### config.mk
export PLATFORM = sky130hd
export DESIGN_NAME = irq_combiner
export DESIGN_NICKNAME = d
export VERILOG_FILES = /design/src/rtl/irq_combiner.sv
export SDC_FILE = /design/constraint.sdc
export NUM_CORES = 1
export LEC_CHECK = 0
export ABC_AREA = 1
export CAP_MARGIN = 15
export CORE_MARGIN = 1
export CORE_UTILIZATION = 48
export DETAILED_ROUTE_END_ITERATION = 8
export HOLD_SLACK_MARGIN = 0.12
export PLACE_DENSITY = 0.78
export RECOVER_POWER = 50
export SLEW_MARGIN = 40
export SYNTH_ARGS = -nofsm -noshare
export SYNTH_HDL_FRONTEND = slang
export SYNTH_SLANG_ARGS = --single-unit
export TNS_END_PERCENT = 30
### constraint.sdc
create_clock -name clk -period 2 [get_ports clk]
set_input_delay 0.2 -clock clk [delete_from_list [all_inputs] [get_ports clk]]
set_output_delay 0.2 -clock clk [all_outputs]
set_load 0.005 [all_outputs]
### src/rtl/irq_combiner.sv
`default_nettype none
// +----------------------------------------------------------------------------+
// | irq_combiner: edge-detects N async request lines into sticky pending bits  |
// | and offers the lowest enabled pending index over a valid/ready handshake.  |
// | Revision: 1.0                                                              |
// +----------------------------------------------------------------------------+
module irq_combiner #(
  parameter int N = 4
) (
  input  logic                 clk,
  input  logic                 rst_n,
  input  logic [N-1:0]         req,
  input  logic                 mask_wr,
  input  logic [N-1:0]         mask_in,
  output logic [N-1:0]         mask_q,
  output logic [N-1:0]         pending_q,
  output logic                 irq_any,
  output logic                 irq_valid,
  output logic [$clog2(N)-1:0] irq_id,
  input  logic                 irq_ready
);

  localparam int IDW = $clog2(N);

  localparam logic [0:0] S_IDLE    = 1'b0;
  localparam logic [0:0] S_PRESENT = 1'b1;

  logic [N-1:0]   r_sync1;
  logic [N-1:0]   r_sync2;
  logic [N-1:0]   r_sync3;
  logic [N-1:0]   r_pending;
  logic [N-1:0]   r_mask;
  logic           r_any;
  logic [IDW-1:0] r_id;
  logic [0:0]     r_state;
  logic [0:0]     w_state_nxt;

  logic [N-1:0]   w_rise;
  logic [N-1:0]   w_active;
  logic [N-1:0]   w_clr;
  logic [IDW-1:0] w_sel;
  logic           w_handshake;

  always_ff @(posedge clk or negedge rst_n) begin
    if (!rst_n) begin
      r_sync1 <= '0;
      r_sync2 <= '0;
      r_sync3 <= '0;
    end else begin
      r_sync1 <= req;
      r_sync2 <= r_sync1;
      r_sync3 <= r_sync2;
    end
  end

  assign w_rise      = r_sync2 & ~r_sync3;
  assign w_active    = r_pending & r_mask;
  assign w_handshake = (r_state == S_PRESENT) && irq_ready;

  always_comb begin
    w_clr = '0;
    for (int i = 0; i < N; i++) begin
      w_clr[i] = w_handshake && (r_id == IDW'(i));
    end
  end

  // Descending scan so the lowest active index is the final assignment.
  always_comb begin
    w_sel = '0;
    for (int i = N - 1; i >= 0; i--) begin
      if (w_active[i]) begin
        w_sel = IDW'(i);
      end
    end
  end

  // A rise in the clearing cycle wins, so the new event is kept.
  always_ff @(posedge clk or negedge rst_n) begin
    if (!rst_n) begin
      r_pending <= '0;
      r_mask    <= '1;
      r_any     <= 1'b0;
    end else begin
      r_pending <= (r_pending & ~w_clr) | w_rise;
      r_any     <= |w_active;
      if (mask_wr) begin
        r_mask <= mask_in;
      end
    end
  end

  always_ff @(posedge clk or negedge rst_n) begin
    if (!rst_n) begin
      r_state <= S_IDLE;
    end else begin
      r_state <= w_state_nxt;
    end
  end

  always_comb begin
    w_state_nxt = r_state;
    case (r_state)
      S_IDLE:    if (|w_active) w_state_nxt = S_PRESENT;
      S_PRESENT: if (irq_ready) w_state_nxt = S_IDLE;
      default:   w_state_nxt = S_IDLE;
    endcase
  end

  // The offered id is frozen for the whole PRESENT interval.
  always_ff @(posedge clk or negedge rst_n) begin
    if (!rst_n) begin
      r_id <= '0;
    end else if ((r_state == S_IDLE) && (|w_active)) begin
      r_id <= w_sel;
    end
  end

  always_comb begin
    irq_valid = (r_state == S_PRESENT);
  end

  assign mask_q    = r_mask;
  assign pending_q = r_pending;
  assign irq_any   = r_any;
  assign irq_id    = r_id;

endmodule
`default_nettype wire
==> reports/metrics.cfg <==
[outcome]
status = finished with violations
violations = DRC

[synth]
yosysTopAreaCellShare_pct = 61.0
synth-seq-cells = 24
ys_seq_area_share_pct = 73.8
synth_top_family_by_area = simple AND/OR/NAND/NOR gates
synth.avg_cell_area_um2 = 12.3
synth.largest_area_cell = dfrtp_1
ys_warn_count = 0
synth.area.top_cells = dfrtp_1 61%, dfstp_2 13%, nand2_1 5.9%
synth_fa_ha_area_share_pct = 0
netlist_instances = 67
synth_compound_area_share_pct = 4.88
synth_xor_area_share_pct = 0
syn-num-nets = 79
synth_area_um2 = 821
ys_types = 11
synth_mux_area_share_pct = 5.49
yosys.area_share.simple_pct = 11.7

[cells_and_area]
seq_area_um2 = 606
drive_gt1_share_pct = 12.6
finalNonFillerCells = 111
multi_input_area_um2 = 181
finalNetCount = 108
syn_to_final_growth_pct = 35.4
utilization_pct = 71.3
diodes = 0
fillers = 122

[clock_network]
cts.htree.levels = 1
cts_tree = built
cts_setup_buffers = 0
clock-sinks = 24
cts_hold_buf = 0
ctsResizeCount = 0
insertion_delay_ns = 0.30
cts_buffers = 3
cts_root_buf = clkbuf_4
cts_buffer_depth = 2
clk_pin_slew_ns = 0.12

[timing]
relSlewSlack_pct = 19.1
fin_skew_ns = 0.00474
finalSetupViolations = 0
min_period_ns = 1.57
finalMaxSlewViolations = 0
fin_setup_tns_ns = 0
hold_viol = 0
period_share_pct = 78.3
rsz0062_at_grt = false
worst_slew_pin_slew_ns = 1.21
hold_ws_ns = 0.362
timing.fmax_mhz = 639
timing.final.ws_setup_ns = 0.434

[worst_setup_path]
cp.arrival_ns = 1.37
rrSetupSlack_ns = 0.94
r2r-start = mask_q[1]$_DFFE_PN1P_
slowest_stage = dfstp_2
critical_path_class = flip-flop to output port
ff2ff_path_depth = 6
crit_path_start_kind = flip-flop
reg2reg_to = irq_id[0]$_DFFE_PN0P_
worst-path-max-fanout = 4
critPathMaxStageDelay_ns = 0.57
required_ns = 1.80
path_cells = clkdlybuf4s50_1
cp_num_buf_inv = 1
critical-path-top-delay-family = flip-flops
cp-end-kind = output port

[placed_design]
hpwl_um = 988
pre_cts_ws_ns = 0.775
gp_congestion = 0.850
dp_cells = 107
port_buffers = 23

[grt]
grt_pass1_wl_um = 2060
grt.total_usage_pct = 15.4
first_global_vias = 505
grt_max_degree = 25
grt-ovfl-total = 0
antenna_found_initial = 0

[power_and_ir_drop]
p_leak_nw = 0.514
peakVddDrop_mv = 0.808
pwr_density_cell_mw_per_mm2 = 1070

[floorplanning]
die_h_um = 43.4
pin_count = 24
rows = 14
start_util_pct = 52.6
die-area_mm2 = 0.00188
core_mm2 = 0.00156
dieWidth_um = 43.4

[routing]
num_vias = 548
ant_nets = 0
drtIter0Drc = 21
wl_per_cell_um = 11.4
totalWireLength_um = 1260
vias_per_cell = 4.94
dr.pass1.iters = 6
drcViolationCount = 8

[job]
cap_violations = 0

[min_path]
whs_path_depth = 0
hold_end = r_sync2[2]$_DFF_PN0_
hold_start = r_sync1[2]$_DFF_PN0_
hp-class = flip-flop to flip-flop

==> sequential cells by signal, summed over array words and instances (netlist names) <==
name and count:
pending_q 4, irq_any 1, irq_id 2, r_sync3 4, r_sync2 4, irq_valid 1, mask_q 4, r_sync1 4
==> final cells by class <==
type / count / share of cell area (%)
multi-input cells: 34 / 16.3
well taps: 16 / 1.80
inverters: 9 / 3.04
flip-flops and latches: 24 / 54.5
clock buffers: 4 / 3.27
repair buffers: 24 / 21.1
==> synthesized netlist by cell type <==
library cell and n:
dfstp_2 4, inv_1 8, dfrtp_1 20, nand4_1 1, o21ai_1 8, nand2_1 13, nor2_1 2, nand2_2 3
mux2_1 4, inv_2 1, nand3_1 3
==> per-layer routing <==
layer	track usage (%)	wire, µm
met1	18.6	543
met5	0	0
met3	3.75	97
met2	26.1	623
met4	7.50	0
==> metrics by stage <==
| stage | total power, mW | instance area, µm² |
|---|---|---|
| 6_report | 1.19 | 1110 |
| 5_1_grt | 1.26 | 1110 |
| 4_1_cts | 1.21 | 1110 |
| 3_5_place_dp | 0.969 | 1080 |
| 3_3_place_gp | 0.959 | 1080 |
| 2_1_floorplan | 0.767 | 821 |
==> cell families (layout without fill, tap and decap cells) <==
kind of cell / count (synthesis) / after routing
AO/OA/AOI/OAI: 8 / 8
multiplexers: 4 / 4
AND/OR/NAND/NOR: 22 / 22
buffers and inverters: 9 / 37
flip-flops: 24 / 24
==> how the worst max path moves through the flow <==
| stage | startpoint | endpoint | slack, ns | depth (start not counted) |
|---|---|---|---|---|
| 3_5_place_dp | mask_q[3]$_DFFE_PN1P_ | mask_q[3] | 0.78 | 1 |
| 4_1_cts | mask_q[3]$_DFFE_PN1P_ | mask_q[3] | 0.42 | 1 |
| 2_1_floorplan | mask_q[1]$_DFFE_PN1P_ | irq_id[0]$_DFFE_PN0P_ | 1.04 | 5 |
| 6_report | mask_q[3]$_DFFE_PN1P_ | mask_q[3] | 0.43 | 1 |
| 3_3_place_gp | mask_q[3]$_DFFE_PN1P_ | mask_q[3] | 0.79 | 1 |
| 5_1_grt | rst_n | r_sync1[1]$_DFF_PN0_ | 0.34 | 2 |
==> where the power goes <==
| group | switching, mW | total [mW] | internal (mW) |
|---|---|---|---|
| logic | 0.134 | 0.320 | 0.186 |
| registers | 0.0608 | 0.630 | 0.570 |
| clock network | 0.129 | 0.240 | 0.111 |
| total | 0.324 | 1.19 | 0.866 |
==> placed cells by master, fill, tap and decap left out <==
master           instances
nand2_2                  3
nand2_1                 13
nand4_1                  1
o21ai_1                  8
clkbuf_1                 1
clkbuf_4                 3
inv_1                    8
clkbuf_8                 1
dfrtp_1                 20
inv_2                    1
nor2_1                   2
nand3_1                  3
dfstp_2                  4
dlygate4sd3_1            5
mux2_1                   4
clkdlybuf4s50_1         18
Power figures use the tool's default switching activity.
